==> config.mk <==
export PLATFORM = sky130hd
export DESIGN_NAME = vga_timing_gen_flat
export DESIGN_NICKNAME = d
export VERILOG_FILES = /design/src/rtl/vga_pkg.sv /design/src/rtl/vga_timing_gen_if.sv /design/src/rtl/mod_counter.sv /design/src/rtl/vga_timing_gen.sv /design/src/flat_wrapper.sv
export SDC_FILE = /design/constraint.sdc
export NUM_CORES = 1
export LEC_CHECK = 0
export CAP_MARGIN = 20
export CORE_MARGIN = 1.5
export CORE_UTILIZATION = 50
export CTS_BUF_LIST = sky130_fd_sc_hd__clkbuf_16
export DETAILED_ROUTE_END_ITERATION = 6
export GPL_ROUTABILITY_DRIVEN = 1
export HOLD_SLACK_MARGIN = 0.12
export MAX_ROUTING_LAYER = met4
export PLACE_DENSITY_LB_ADDON = 0.05
export SLEW_MARGIN = 30
export SYNTH_ARGS = -nofsm -noshare
export SYNTH_HDL_FRONTEND = slang
export SYNTH_SLANG_ARGS = --single-unit
export TNS_END_PERCENT = 100
==> constraint.sdc <==
create_clock -name clk -period 2.3 [get_ports clk]
set_input_delay 0.46 -clock clk [delete_from_list [all_inputs] [get_ports clk]]
set_output_delay 0.46 -clock clk [all_outputs]
set_load 0.005 [all_outputs]
==> src/rtl/vga_pkg.sv <==
// Shared VGA timing constants. The defaults give 640x480@60 with a 25 MHz pixel rate.
package vga_pkg;

    localparam int VGA_H_ACTIVE = 640;
    localparam int VGA_H_FP     = 16;
    localparam int VGA_H_SYNC   = 96;
    localparam int VGA_H_BP     = 48;
    localparam int VGA_V_ACTIVE = 480;
    localparam int VGA_V_FP     = 10;
    localparam int VGA_V_SYNC   = 2;
    localparam int VGA_V_BP     = 33;

    localparam int VGA_H_TOTAL = VGA_H_ACTIVE + VGA_H_FP + VGA_H_SYNC + VGA_H_BP;
    localparam int VGA_V_TOTAL = VGA_V_ACTIVE + VGA_V_FP + VGA_V_SYNC + VGA_V_BP;

    localparam int VGA_CNT_W    = 10;
    localparam bit VGA_SYNC_POL = 1'b0;

endpackage

==> src/rtl/vga_timing_gen_if.sv <==
// Raster timing bundle from the timing generator to the pixel generator and sync pins.
interface vga_timing_gen_if #(
    parameter int CNT_W = vga_pkg::VGA_CNT_W
);
    logic             hsync;
    logic             vsync;
    logic             video_on;
    logic [CNT_W-1:0] x;
    logic [CNT_W-1:0] y;
    logic             line_start;
    logic             frame_start;

    modport master (output hsync, vsync, video_on, x, y, line_start, frame_start);
    modport slave  (input  hsync, vsync, video_on, x, y, line_start, frame_start);
endinterface

==> src/rtl/mod_counter.sv <==
// Modulo-N up-counter with enable and synchronous clear to N-1.
// nxt is the value the counter takes at the coming edge; wrap flags an enabled N-1 -> 0 step.
module mod_counter #(
    parameter int N = 800,
    parameter int W = 10
) (
    input  logic         clk,
    input  logic         rst_n,
    input  logic         en,
    input  logic         clr,
    output logic [W-1:0] nxt,
    output logic         wrap
);
    localparam logic [W-1:0] LAST = W'(N - 1);

    logic [W-1:0] cnt;
    logic         at_last;

    always_comb begin
        at_last = (cnt == LAST);
        wrap    = en & at_last & ~clr;
        if (clr)
            nxt = LAST;
        else if (en)
            nxt = at_last ? '0 : cnt + 1'b1;
        else
            nxt = cnt;
    end

    always_ff @(posedge clk or negedge rst_n) begin
        if (!rst_n)
            cnt <= LAST;
        else
            cnt <= nxt;
    end
endmodule

==> src/rtl/vga_timing_gen.sv <==
// VGA raster timing generator, advanced by the pixel strobe as a clock enable.
// Outputs are registered from the next-state counter values so they move with the counters.
module vga_timing_gen
    import vga_pkg::*;
#(
    parameter int H_ACTIVE = VGA_H_ACTIVE,
    parameter int H_FP     = VGA_H_FP,
    parameter int H_SYNC   = VGA_H_SYNC,
    parameter int H_BP     = VGA_H_BP,
    parameter int V_ACTIVE = VGA_V_ACTIVE,
    parameter int V_FP     = VGA_V_FP,
    parameter int V_SYNC   = VGA_V_SYNC,
    parameter int V_BP     = VGA_V_BP,
    parameter bit SYNC_POL = VGA_SYNC_POL,
    parameter int CNT_W    = VGA_CNT_W
) (
    input  logic              clk,
    input  logic              rst_n,
    input  logic              pix_ce,
    input  logic              en,
    vga_timing_gen_if.master  vid
);
    localparam int H_TOTAL = H_ACTIVE + H_FP + H_SYNC + H_BP;
    localparam int V_TOTAL = V_ACTIVE + V_FP + V_SYNC + V_BP;
    localparam int HS_BEG  = H_ACTIVE + H_FP;
    localparam int HS_END  = H_ACTIVE + H_FP + H_SYNC;
    localparam int VS_BEG  = V_ACTIVE + V_FP;
    localparam int VS_END  = V_ACTIVE + V_FP + V_SYNC;

    logic             tick;
    logic [CNT_W-1:0] h_nxt;
    logic [CNT_W-1:0] v_nxt;
    logic             h_wrap;
    logic             v_wrap;
    logic             hs_d;
    logic             vs_d;
    logic             vo_d;

    assign tick = en & pix_ce;

    // Dropping en parks both counters at their last value so the first tick wraps to (0,0).
    mod_counter #(.N(H_TOTAL), .W(CNT_W)) u_h_cnt (
        .clk   (clk),
        .rst_n (rst_n),
        .en    (tick),
        .clr   (~en),
        .nxt   (h_nxt),
        .wrap  (h_wrap)
    );

    mod_counter #(.N(V_TOTAL), .W(CNT_W)) u_v_cnt (
        .clk   (clk),
        .rst_n (rst_n),
        .en    (tick & h_wrap),
        .clr   (~en),
        .nxt   (v_nxt),
        .wrap  (v_wrap)
    );

    always_comb begin
        vo_d = (int'(h_nxt) < H_ACTIVE) && (int'(v_nxt) < V_ACTIVE);
        hs_d = ((int'(h_nxt) >= HS_BEG) && (int'(h_nxt) < HS_END)) ? SYNC_POL : ~SYNC_POL;
        vs_d = ((int'(v_nxt) >= VS_BEG) && (int'(v_nxt) < VS_END)) ? SYNC_POL : ~SYNC_POL;
    end

    always_ff @(posedge clk or negedge rst_n) begin
        if (!rst_n) begin
            vid.x           <= '0;
            vid.y           <= '0;
            vid.hsync       <= ~SYNC_POL;
            vid.vsync       <= ~SYNC_POL;
            vid.video_on    <= 1'b0;
            vid.line_start  <= 1'b0;
            vid.frame_start <= 1'b0;
        end else if (!en) begin
            vid.x           <= '0;
            vid.y           <= '0;
            vid.hsync       <= ~SYNC_POL;
            vid.vsync       <= ~SYNC_POL;
            vid.video_on    <= 1'b0;
            vid.line_start  <= 1'b0;
            vid.frame_start <= 1'b0;
        end else if (pix_ce) begin
            vid.x           <= h_nxt;
            vid.y           <= v_nxt;
            vid.hsync       <= hs_d;
            vid.vsync       <= vs_d;
            vid.video_on    <= vo_d;
            vid.line_start  <= h_wrap;
            vid.frame_start <= v_wrap;
        end else begin
            vid.line_start  <= 1'b0;
            vid.frame_start <= 1'b0;
        end
    end
endmodule

==> src/flat_wrapper.sv <==
// flat-port wrapper written by rule: the top's interface ports become plain ports
module vga_timing_gen_flat import vga_pkg::*;
#(
    parameter int H_ACTIVE = VGA_H_ACTIVE,
    parameter int H_FP     = VGA_H_FP,
    parameter int H_SYNC   = VGA_H_SYNC,
    parameter int H_BP     = VGA_H_BP,
    parameter int V_ACTIVE = VGA_V_ACTIVE,
    parameter int V_FP     = VGA_V_FP,
    parameter int V_SYNC   = VGA_V_SYNC,
    parameter int V_BP     = VGA_V_BP,
    parameter bit SYNC_POL = VGA_SYNC_POL,
    parameter int CNT_W    = VGA_CNT_W
)
  (clk, rst_n, pix_ce, en, vid_hsync, vid_vsync, vid_video_on, vid_x, vid_y, vid_line_start, vid_frame_start);
  vga_timing_gen_if #(.CNT_W(CNT_W)) vid_i ();
  input  logic clk;
  input  logic rst_n;
  input  logic pix_ce;
  input  logic en;
  output wire logic [$bits(vid_i.hsync)-1:0] vid_hsync;
  output wire logic [$bits(vid_i.vsync)-1:0] vid_vsync;
  output wire logic [$bits(vid_i.video_on)-1:0] vid_video_on;
  output wire logic [$bits(vid_i.x)-1:0] vid_x;
  output wire logic [$bits(vid_i.y)-1:0] vid_y;
  output wire logic [$bits(vid_i.line_start)-1:0] vid_line_start;
  output wire logic [$bits(vid_i.frame_start)-1:0] vid_frame_start;
  assign vid_hsync = vid_i.hsync;
  assign vid_vsync = vid_i.vsync;
  assign vid_video_on = vid_i.video_on;
  assign vid_x = vid_i.x;
  assign vid_y = vid_i.y;
  assign vid_line_start = vid_i.line_start;
  assign vid_frame_start = vid_i.frame_start;
  vga_timing_gen #(.H_ACTIVE(H_ACTIVE), .H_FP(H_FP), .H_SYNC(H_SYNC), .H_BP(H_BP), .V_ACTIVE(V_ACTIVE), .V_FP(V_FP), .V_SYNC(V_SYNC), .V_BP(V_BP), .SYNC_POL(SYNC_POL), .CNT_W(CNT_W)) u_core (.clk(clk), .rst_n(rst_n), .pix_ce(pix_ce), .en(en), .vid(vid_i));
endmodule
# [After elaboration in Yosys (flattened, before gate mapping)]
# Index checks and enable logic that the tools add are counted.
[word_totals] regBits=45 output_inout_bits=25
[classes] n_bitwise=6 order_cmp=6 n_eq_ne=3 muxes=22 reduce_logical=3 n_addsub=2
[ops] operator="$mux 10" count=10
[ops] operator="$add 10x1->10 const B" count=2
[ops] operator="$eq 10x10->1 const B" count=2
[ops] operator="$lt 10x10->1 const B" count=2
[ops] operator="$lt 10x9->1 const B" count=2
[ops] operator="$mux 1" count=12
[ops] operator="$ge 10x10->1 const B" count=1
[ops] operator="$ge 10x9->1 const B" count=1
[ops] operator="$and 1x1->1" count=6
[ops] operator="$logic_and 1x1->1" count=3
[ops] operator="$ne 2x2->1 const B" count=1

# [Logic depth before layout (Yosys ltp)]
# Gate-level depths: netlist of the first run.
[depth] word_depth=11 mapped_depth=8 ltp_nobuf=7

# [Modules after synthesis]
# From an unflattened synthesis of the first run, not the netlist that was laid out.
[hier_totals] cells_unflattened=203 area_unflattened_um2=2229.6
[by_module_without_submodules] mod="vga_timing_gen" area_each_um2=1098.6 cells_per_inst=89 instances=1
[by_module_without_submodules] mod="mod_counter at u_core.u_v_cnt" area_each_um2=578.1 cells_per_inst=58 instances=1
[by_module_without_submodules] mod="mod_counter at u_core.u_h_cnt" area_each_um2=553.0 cells_per_inst=56 instances=1

# [Worst setup path before layout of the first run]
# No wires, ideal clock.
[synth_timing] kind="reg2reg" from="reg u_core.u_h_cnt.cnt[0]" to="reg u_core.vid.video_on" t_arrival_ns=2.007 required_ns=2.205 stages_incl_launch_ff=8 setup_slack_ns=0.198 setup_ns=0.095 n_path_buf=1 path_cell_list="dfstp_2 -> ha_1 -> and3_4 -> buf_6 -> nand4_1 -> o32a_1 -> a21o_1 -> o31ai_1"
[synth_between] elab_chain_cells=10 elab_cells_between_ends=15 classes_between="add/sub (1); order compare (2); eq/ne (1); mux (7); bitwise (3); reduce/logical (1)"
[synth_lines] element="start: declaration" line="mod_counter.sv:16" rtl="logic [W-1:0] cnt;"
[synth_lines] element="start signal: assignment" line="mod_counter.sv:34" rtl="cnt <= nxt;"
[synth_lines] element="branches (longest 7 deep; another with $add 10x1->10)"
[synth_lines] element="$logic_and 1x1->1 (*)" line="vga_timing_gen.sv:61" rtl="vo_d = (int'(h_nxt) < H_ACTIVE) && (int'(v_nxt) < V_ACTIVE);"
[synth_lines] element="$mux 1 (*)" line="vga_timing_gen.sv:83" rtl="end else if (pix_ce) begin"
[synth_lines] element="$mux 1 (*)" line="vga_timing_gen.sv:75" rtl="end else if (!en) begin"
[synth_lines] element="end signal: assignment" line="vga_timing_gen.sv:88" rtl="vid.video_on <= vo_d;"
[synth_lines] element="end: declaration" line="vga_timing_gen_if.sv:13" rtl="modport master (output hsync, vsync, video_on, x, y, line_start, frame_start);"
# Every way passes the cells marked *. The select of a mux whose other input is x is not followed.
# A chain may end at the register's enable or synchronous reset.

# [Worst setup path after layout of the first run]
[layout_timing] from="reg u_core.u_h_cnt.cnt[1]" to="reg u_core.vid.video_on"
# The elaborated chain is that of the path after synthesis.

==> results of run 1 <==
-- power breakdown --
group | internal [mW] | leakage [nW] | switching, mW
Clock | 0.393 | 0.0687 | 0.287
Sequential | 0.851 | 0.577 | 0.0410
Combinational | 0.189 | 0.647 | 0.236
-- sequential cells by signal (all words and copies together) (netlist names) --
| signal | cells |
|---|---|
| u_core.u_h_cnt.cnt | 10 |
| u_core.vid.video_on | 1 |
| u_core.vid.frame_start | 1 |
| u_core.vid.hsync | 1 |
| u_core.vid.line_start | 1 |
| u_core.vid.y | 10 |
| u_core.u_v_cnt.cnt | 10 |
| u_core.vid.vsync | 1 |
| u_core.vid.x | 10 |
-- cell families after synthesis --
family,Yosys count,share of synthesized area
compound gates,65,0.170
flops,45,0.457
mux,4,0.0175
simple gates,105,0.238
fa+ha+maj,3,0.0150
buf+inv,27,0.0531
xor+xnor,14,0.0491
-- synth_stat cells, types with 4 or more instances --
master / count / area, µm²
a211oi_1: 5 / 37.5
a21oi_1: 14 / 70.1
and2_1: 4 / 25.0
buf_2: 4 / 20.0
clkbuf_1: 5 / 18.8
dfrtp_1: 33 / 826
dfstp_2: 12 / 315
inv_1: 10 / 37.5
nand2_1: 32 / 120
nand3_1: 11 / 55.1
nand4_1: 10 / 62.6
nor2_1: 16 / 60.1
o21ai_0: 23 / 115
o31ai_1: 6 / 45.0
or3_1: 5 / 31.3
xnor2_1: 7 / 61.3
xor2_1: 7 / 61.3
-- worst paths after layout --
| path | from | endpoint | cells after the start |
|---|---|---|---|
| setup / recovery | u_core.u_h_cnt.cnt[1]$_DFF_PN1_ | u_core.vid.video_on$_DFFE_PN0P_ | 6 |
| hold / removal | rst_n | u_core.vid.x[7]$_DFFE_PN0P_ | 2 |
| setup reg to reg | u_core.u_h_cnt.cnt[1]$_DFF_PN1_ | u_core.vid.video_on$_DFFE_PN0P_ | 6 |
| hold reg to reg | u_core.vid.y[7]$_DFFE_PN0P_ | u_core.vid.y[7]$_DFFE_PN0P_ | 2 |
| max in group asynchronous | rst_n | u_core.u_v_cnt.cnt[3]$_DFF_PN1_ | 2 |
| min in group clk | u_core.vid.y[7]$_DFFE_PN0P_ | u_core.vid.y[7]$_DFFE_PN0P_ | 2 |
-- layer usage --
layer,GRT usage,vias up
met2,0.372,56
met1,0.369,1045
li1,-,1047
met3,0.0384,7
met5,-,-
met4,0.0823,0
-- layout by cell type (no fill, tap or decap), drive strengths merged, types with 7 or more instances in the layout --
| cell | instances |
|---|---|
| xnor2 | 7 |
| a21oi | 15 |
| dfrtp | 33 |
| nand4 | 13 |
| nor2 | 17 |
| dfstp | 12 |
| xor2 | 7 |
| clkdlybuf4s50 | 27 |
| inv | 11 |
| nand2 | 32 |
| buf | 34 |
| o21ai | 24 |
| nand3 | 12 |
-- worst register-to-register path, stage by stage, from the launching register on --
cell and delay [ns]:
dfstp_2 0.57, ha_1 0.22, and3_4 0.26, nand4_2 0.12
or4_4 0.44, a221oi_2 0.33, o31ai_1 0.11
-- final cells by class --
class | count | area share
inverter | 11 | 0.0131
tap | 67 | 0.0265
sequential | 45 | 0.361
multi-input combinational | 191 | 0.387
timing repair buffer | 61 | 0.169
clock inverter | 3 | 0.00396
clock buffer | 5 | 0.0396
-- metrics by stage --
| step | cell area, µm² | util | setup slack (ns) |
|---|---|---|---|
| 3_5_place_dp | 3020 | 0.636 | -0.112 |
| 5_1_grt | 3160 | 0.665 | 0.00540 |
| 3_3_place_gp | 3020 | 0.636 | -0.0504 |
| 6_report | 3160 | 0.665 | 0.127 |
| 2_1_floorplan | 2500 | - | 0.198 |
| 4_1_cts | 3160 | 0.665 | 0.132 |
==> flow_summary.toml, run 1 <==
[clock_tree]
htreeDepth = 2
path_clk_slew_ns = 0.06
post_cts_buffers = 0
cts_resized = 0
cts-root-buf = "clkbuf_16"
hold_buffers = 0
cts_buffers = 5
clk_path_buf_depth = 2
cts_tree = "yes"
cts.sinks = 45
clk_latency_ns = 0.28

[routing]
wl_met1_um = 3030
antenna_left = 0
wl_met2_um = 2650
routedWlPerCell_um = 15.7
vias = 2155
wl_met3_um = 248
top_layer_used = "met4"
first_pass_iters = 4
drcViolationCount = 0
drt_iter0_drc = 108
wl_um = 6000
vias_per_cell = 5.63

[grt]
overflow = 0
antenna_found_initial = 0
grt_pass1_vias = 2092
grt_first_pass_wirelength_um = 10300
grt_max_degree = 46
track_usage = 0.256

[floorplanning]
die_area_um2 = 5430
ioPinCount = 29
num_rows = 25
initial_core_util = 0.525
coreArea_um2 = 4750
fp.dieH_um = 73.7
die_w_um = 73.7

[min_path]
worstHoldPathType = "in2async"

[layout]
drive_gt1_frac = 0.212
fillers = 415
finalNonFillerCells = 383
multi_input_area_um2 = 1220
regArea_um2 = 1140
num_antenna_cells = 0
finalNetCount = 322
syn_to_final_growth_pct = 26.7

[pwr]
ir_drop_mv = 0.433
leakage_nw = 1.29
power.density_nw_per_um2 = 631
p_total_mw = 2.00

[setup_path]
critPathMaxFanout = 6
crit_path_top_delay_cell = "dfstp_2"
critPathKind = "reg2reg"
path_cells = "ha_1 -> and3_4 -> nand4_2 -> or4_4 -> a221oi_2 -> o31ai_1"
cp_top_family = "simple AND/OR/NAND/NOR gates"
end_kind = "register"
path_buf_inv = 0
cp.arrival_ns = 2.33
critPathRequiredTime_ns = 2.46
cp_slowest_stage_delay_ns = 0.57
worst_setup_path_start_kind = "register"
r2r_slack_ns = 0.13

[sta]
rsz0062_at_grt = "no"
finalSetupViolCount = 0
slew_viol_final = 0
hold_viol = 0
tightest_slew_ns = 0.562
max_freq_mhz = 460
fin_skew_ns = 0.00356
relSlewSlack = 0.625
timing.setup.tns_ns = 0
period_share = 0.945
hold_slack_ns = 0.257
period_minus_slack_ns = 2.17

[place]
hpwl_um = 4370
post-place-cells = 375
numPortBuffers = 28
globalplace.congestion = 0.887

[logic_synthesis]
ys_types = 56
synth_flop_cell = "dfrtp_1"
synth-edff-count = 0
ys.warnings.count = 0
netlist_area_um2 = 2500
synth_seq_cells = 45
syn-num-nets = 270
synth_seq_area_share = 0.457
synth_cells = 263
syn_area_per_cell_um2 = 9.49
async_reset_ff_frac = 1.00

[job]
maxCapViolCount = 0

[status]
status = "finished, final reports clean"
No activity file was read; power rests on OpenSTA's default activity.
==> run 2: changes to the inputs <==
--- a/config.mk
+++ b/config.mk
@@ -17,5 +17,6 @@
 export SLEW_MARGIN = 30
 export SYNTH_ARGS = -nofsm -noshare
 export SYNTH_HDL_FRONTEND = slang
+export SYNTH_HIERARCHICAL = 1
 export SYNTH_SLANG_ARGS = --single-unit
 export TNS_END_PERCENT = 100
==> flow_summary.toml, run 2 <==
[min_path]
worstHoldPathType = "in2async"

[logic_synthesis]
syn_area_per_cell_um2 = 11.0
synth.most_common_cell = "dfrtp_1"
synthTopCellsByArea = "dfrtp_1 (37%), dfstp_2 (14%), mux2i_1 (9.4%), nor2_1 (4.0%), xor2_1 (2.4%)"
synth_seq_cells = 45
ys.warnings.count = 6
synth_flop_cell = "dfrtp_1"
synth_top_area_frac = 0.370
synth_seq_area_share = 0.512
netlist_area_um2 = 2230
ys_types = 48
yosysTopAreaCell = "dfrtp_1"
synth-edff-count = 0
synth_common_cells = "dfrtp_1 (33), nor2_1 (24), mux2i_1 (21)"
synth_cells = 203
syn-num-nets = 210
async_reset_ff_frac = 1.00

[grt]
grt_max_degree = 34
grt_first_pass_wirelength_um = 9620
track_usage = 0.260
grt_pass1_vias = 2011
antenna_found_initial = 0
overflow = 0

[sta]
setup_ws_ns = -0.520
max_freq_mhz = 355
finalSetupViolCount = 23
fin_skew_ns = 0.00292
tightest_slew_ns = 0.523
rsz0062_at_grt = "yes"
period_minus_slack_ns = 2.82
relSlewSlack = 0.652
timing.setup.tns_ns = -7.46
slew_viol_final = 0
period_share = 1.23
hold_viol = 0

[routing]
wl_um = 5900
vias = 1915
first_pass_iters = 4
drt_iter0_drc = 115
routedWlPerCell_um = 17.4
antenna_left = 0
drcViolationCount = 0
vias_per_cell = 5.65

[clock_tree]
cts.sinks = 45
clk_path_buf_depth = 2
clk_latency_ns = 0.29
path_clk_slew_ns = 0.06
cts_tree = "yes"
htreeDepth = 2
cts-root-buf = "clkbuf_16"
cts_buffers = 5

[place]
post-place-cells = 321
hpwl_um = 3760
placed_cell_area_um2 = 2930
numPortBuffers = 28
globalplace.congestion = 0.912

[pwr]
leakage_nw = 1.50
ir_drop_mv = 0.439
power.density_nw_per_um2 = 588
p_total_mw = 1.97

[setup_path]
critPathMaxFanout = 3
critPathRequiredTime_ns = 2.50
critPathKind = "reg2reg"
worst_setup_path_start_kind = "register"
cp.arrival_ns = 3.02
end_kind = "register"

[floorplanning]
ioPinCount = 29
fp.dieH_um = 69.8
die_area_um2 = 4870
die_w_um = 69.8
initial_core_util = 0.516
coreArea_um2 = 4320
num_rows = 24

[layout]
final_common_cell = "buf_4"
utilization = 0.773
syn_to_final_growth_pct = 49.9
final_cell_mix = "buf_4 (40), dfrtp_1 (33), clkdlybuf4s50_1 (25), nor2_1 (22), mux2i_1 (21)"
finalNetCount = 293
finalNonFillerCells = 339
fin_area_um2 = 3340
drive_gt1_frac = 0.394
num_antenna_cells = 0

[status]
status = "finished, violations left"
violations = "negative setup slack"

[job]
maxCapViolCount = 0
run 2: cell count changes after synthesis, sizes merged, moves of 7 or more:
| cell | before | now |
|---|---|---|
| mux2i | 1 | 21 |
| nand2 | 32 | 8 |
| nand3 | 12 | 5 |
| nor2 | 17 | 24 |
| o21ai | 24 | 8 |
run 2: per-stage QoR:
stage / hold slack [ns] / worst slack [ns]
5_1_grt: 0.192 / -0.716
6_report: 0.148 / -0.520
3_5_place_dp: 0.467 / -1.06
3_3_place_gp: 0.455 / -0.868
2_1_floorplan: 0.164 / -0.578
4_1_cts: 0.161 / -0.422
run 2: cell type report:
| type | instances | area [µm²] |
|---|---|---|
| clock buffers | 5 | 125 |
| clock inverters | 3 | 42.5 |
| fillers | 271 | 981 |
| inverters | 7 | 28.8 |
| multi-input cells | 143 | 1180 |
| flip-flops and latches | 45 | 1140 |
| well taps | 52 | 65.1 |
| repair buffers | 84 | 762 |
run 2: logic make-up after synthesis:
logic type,Yosys count,synth area share
DFF,45,0.512
muxes,21,0.0943
buffers and inverters,15,0.0387
xor gates and xnor gates,8,0.0314
AOI/OAI and AO/OA,30,0.0965
and+or+nand+nor,81,0.210
adders and majority gates,3,0.0168
run 2: worst paths after layout:
kind | from | end | slack, ns | cells after the start
worst max-delay path | u_core/u_h_cnt/cnt[1]$_DFF_PN1_ | u_core/vid.vsync$_DFFE_PN1P_ | -0.52 | 11
worst min-delay path | rst_n | u_core/u_v_cnt/cnt[1]$_DFF_PN0_ | 0.15 | 1
max in group asynchronous | rst_n | u_core/u_h_cnt/cnt[9]$_DFF_PN1_ | 1.58 | 2
worst min register to register | u_core/vid.y[7]$_DFFE_PN0P_ | u_core/vid.y[7]$_DFFE_PN0P_ | 0.52 | 2
min in group clk | u_core/vid.y[7]$_DFFE_PN0P_ | u_core/vid.y[7]$_DFFE_PN0P_ | 0.52 | 2
worst max register to register | u_core/u_h_cnt/cnt[1]$_DFF_PN1_ | u_core/vid.vsync$_DFFE_PN1P_ | -0.52 | 11
run 2: power breakdown:
| group | leakage, nW | total (mW) | internal, mW | switching [mW] |
|---|---|---|---|---|
| sequential | 0.574 | 0.850 | 0.831 | 0.0194 |
| clock | 0.0852 | 0.808 | 0.510 | 0.298 |
| combinational | 0.838 | 0.308 | 0.157 | 0.151 |
run 2: critical path, cell delays in order (launching register included):
cell,delay (ns)
dfstp_2,0.56
ha_4,0.15
nand4_1,0.11
nor4b_2,0.26
nor2b_2,0.22
and3_4,0.22
nand4b_1,0.20
buf_4,0.23
nor3_4,0.22
o21ai_2,0.12
nor4bb_4,0.32
a41oi_2,0.14
run 2: timing repair:
action,CTS,global route
gates cloned,0,0
setup endpoints to repair,24,25
hold endpoints to repair,0,0
pin swaps,16,17
buffers inserted,10,6
resized for setup,29,16
hold buffers,0,0
run 2: per-layer routing:
layer	global-route usage	vias up	wire (µm)
met3	0.0509	13	318
li1	-	897	-
met2	0.416	70	2900
met5	-	-	0
met4	0.0855	0	103
met1	0.336	935	2580
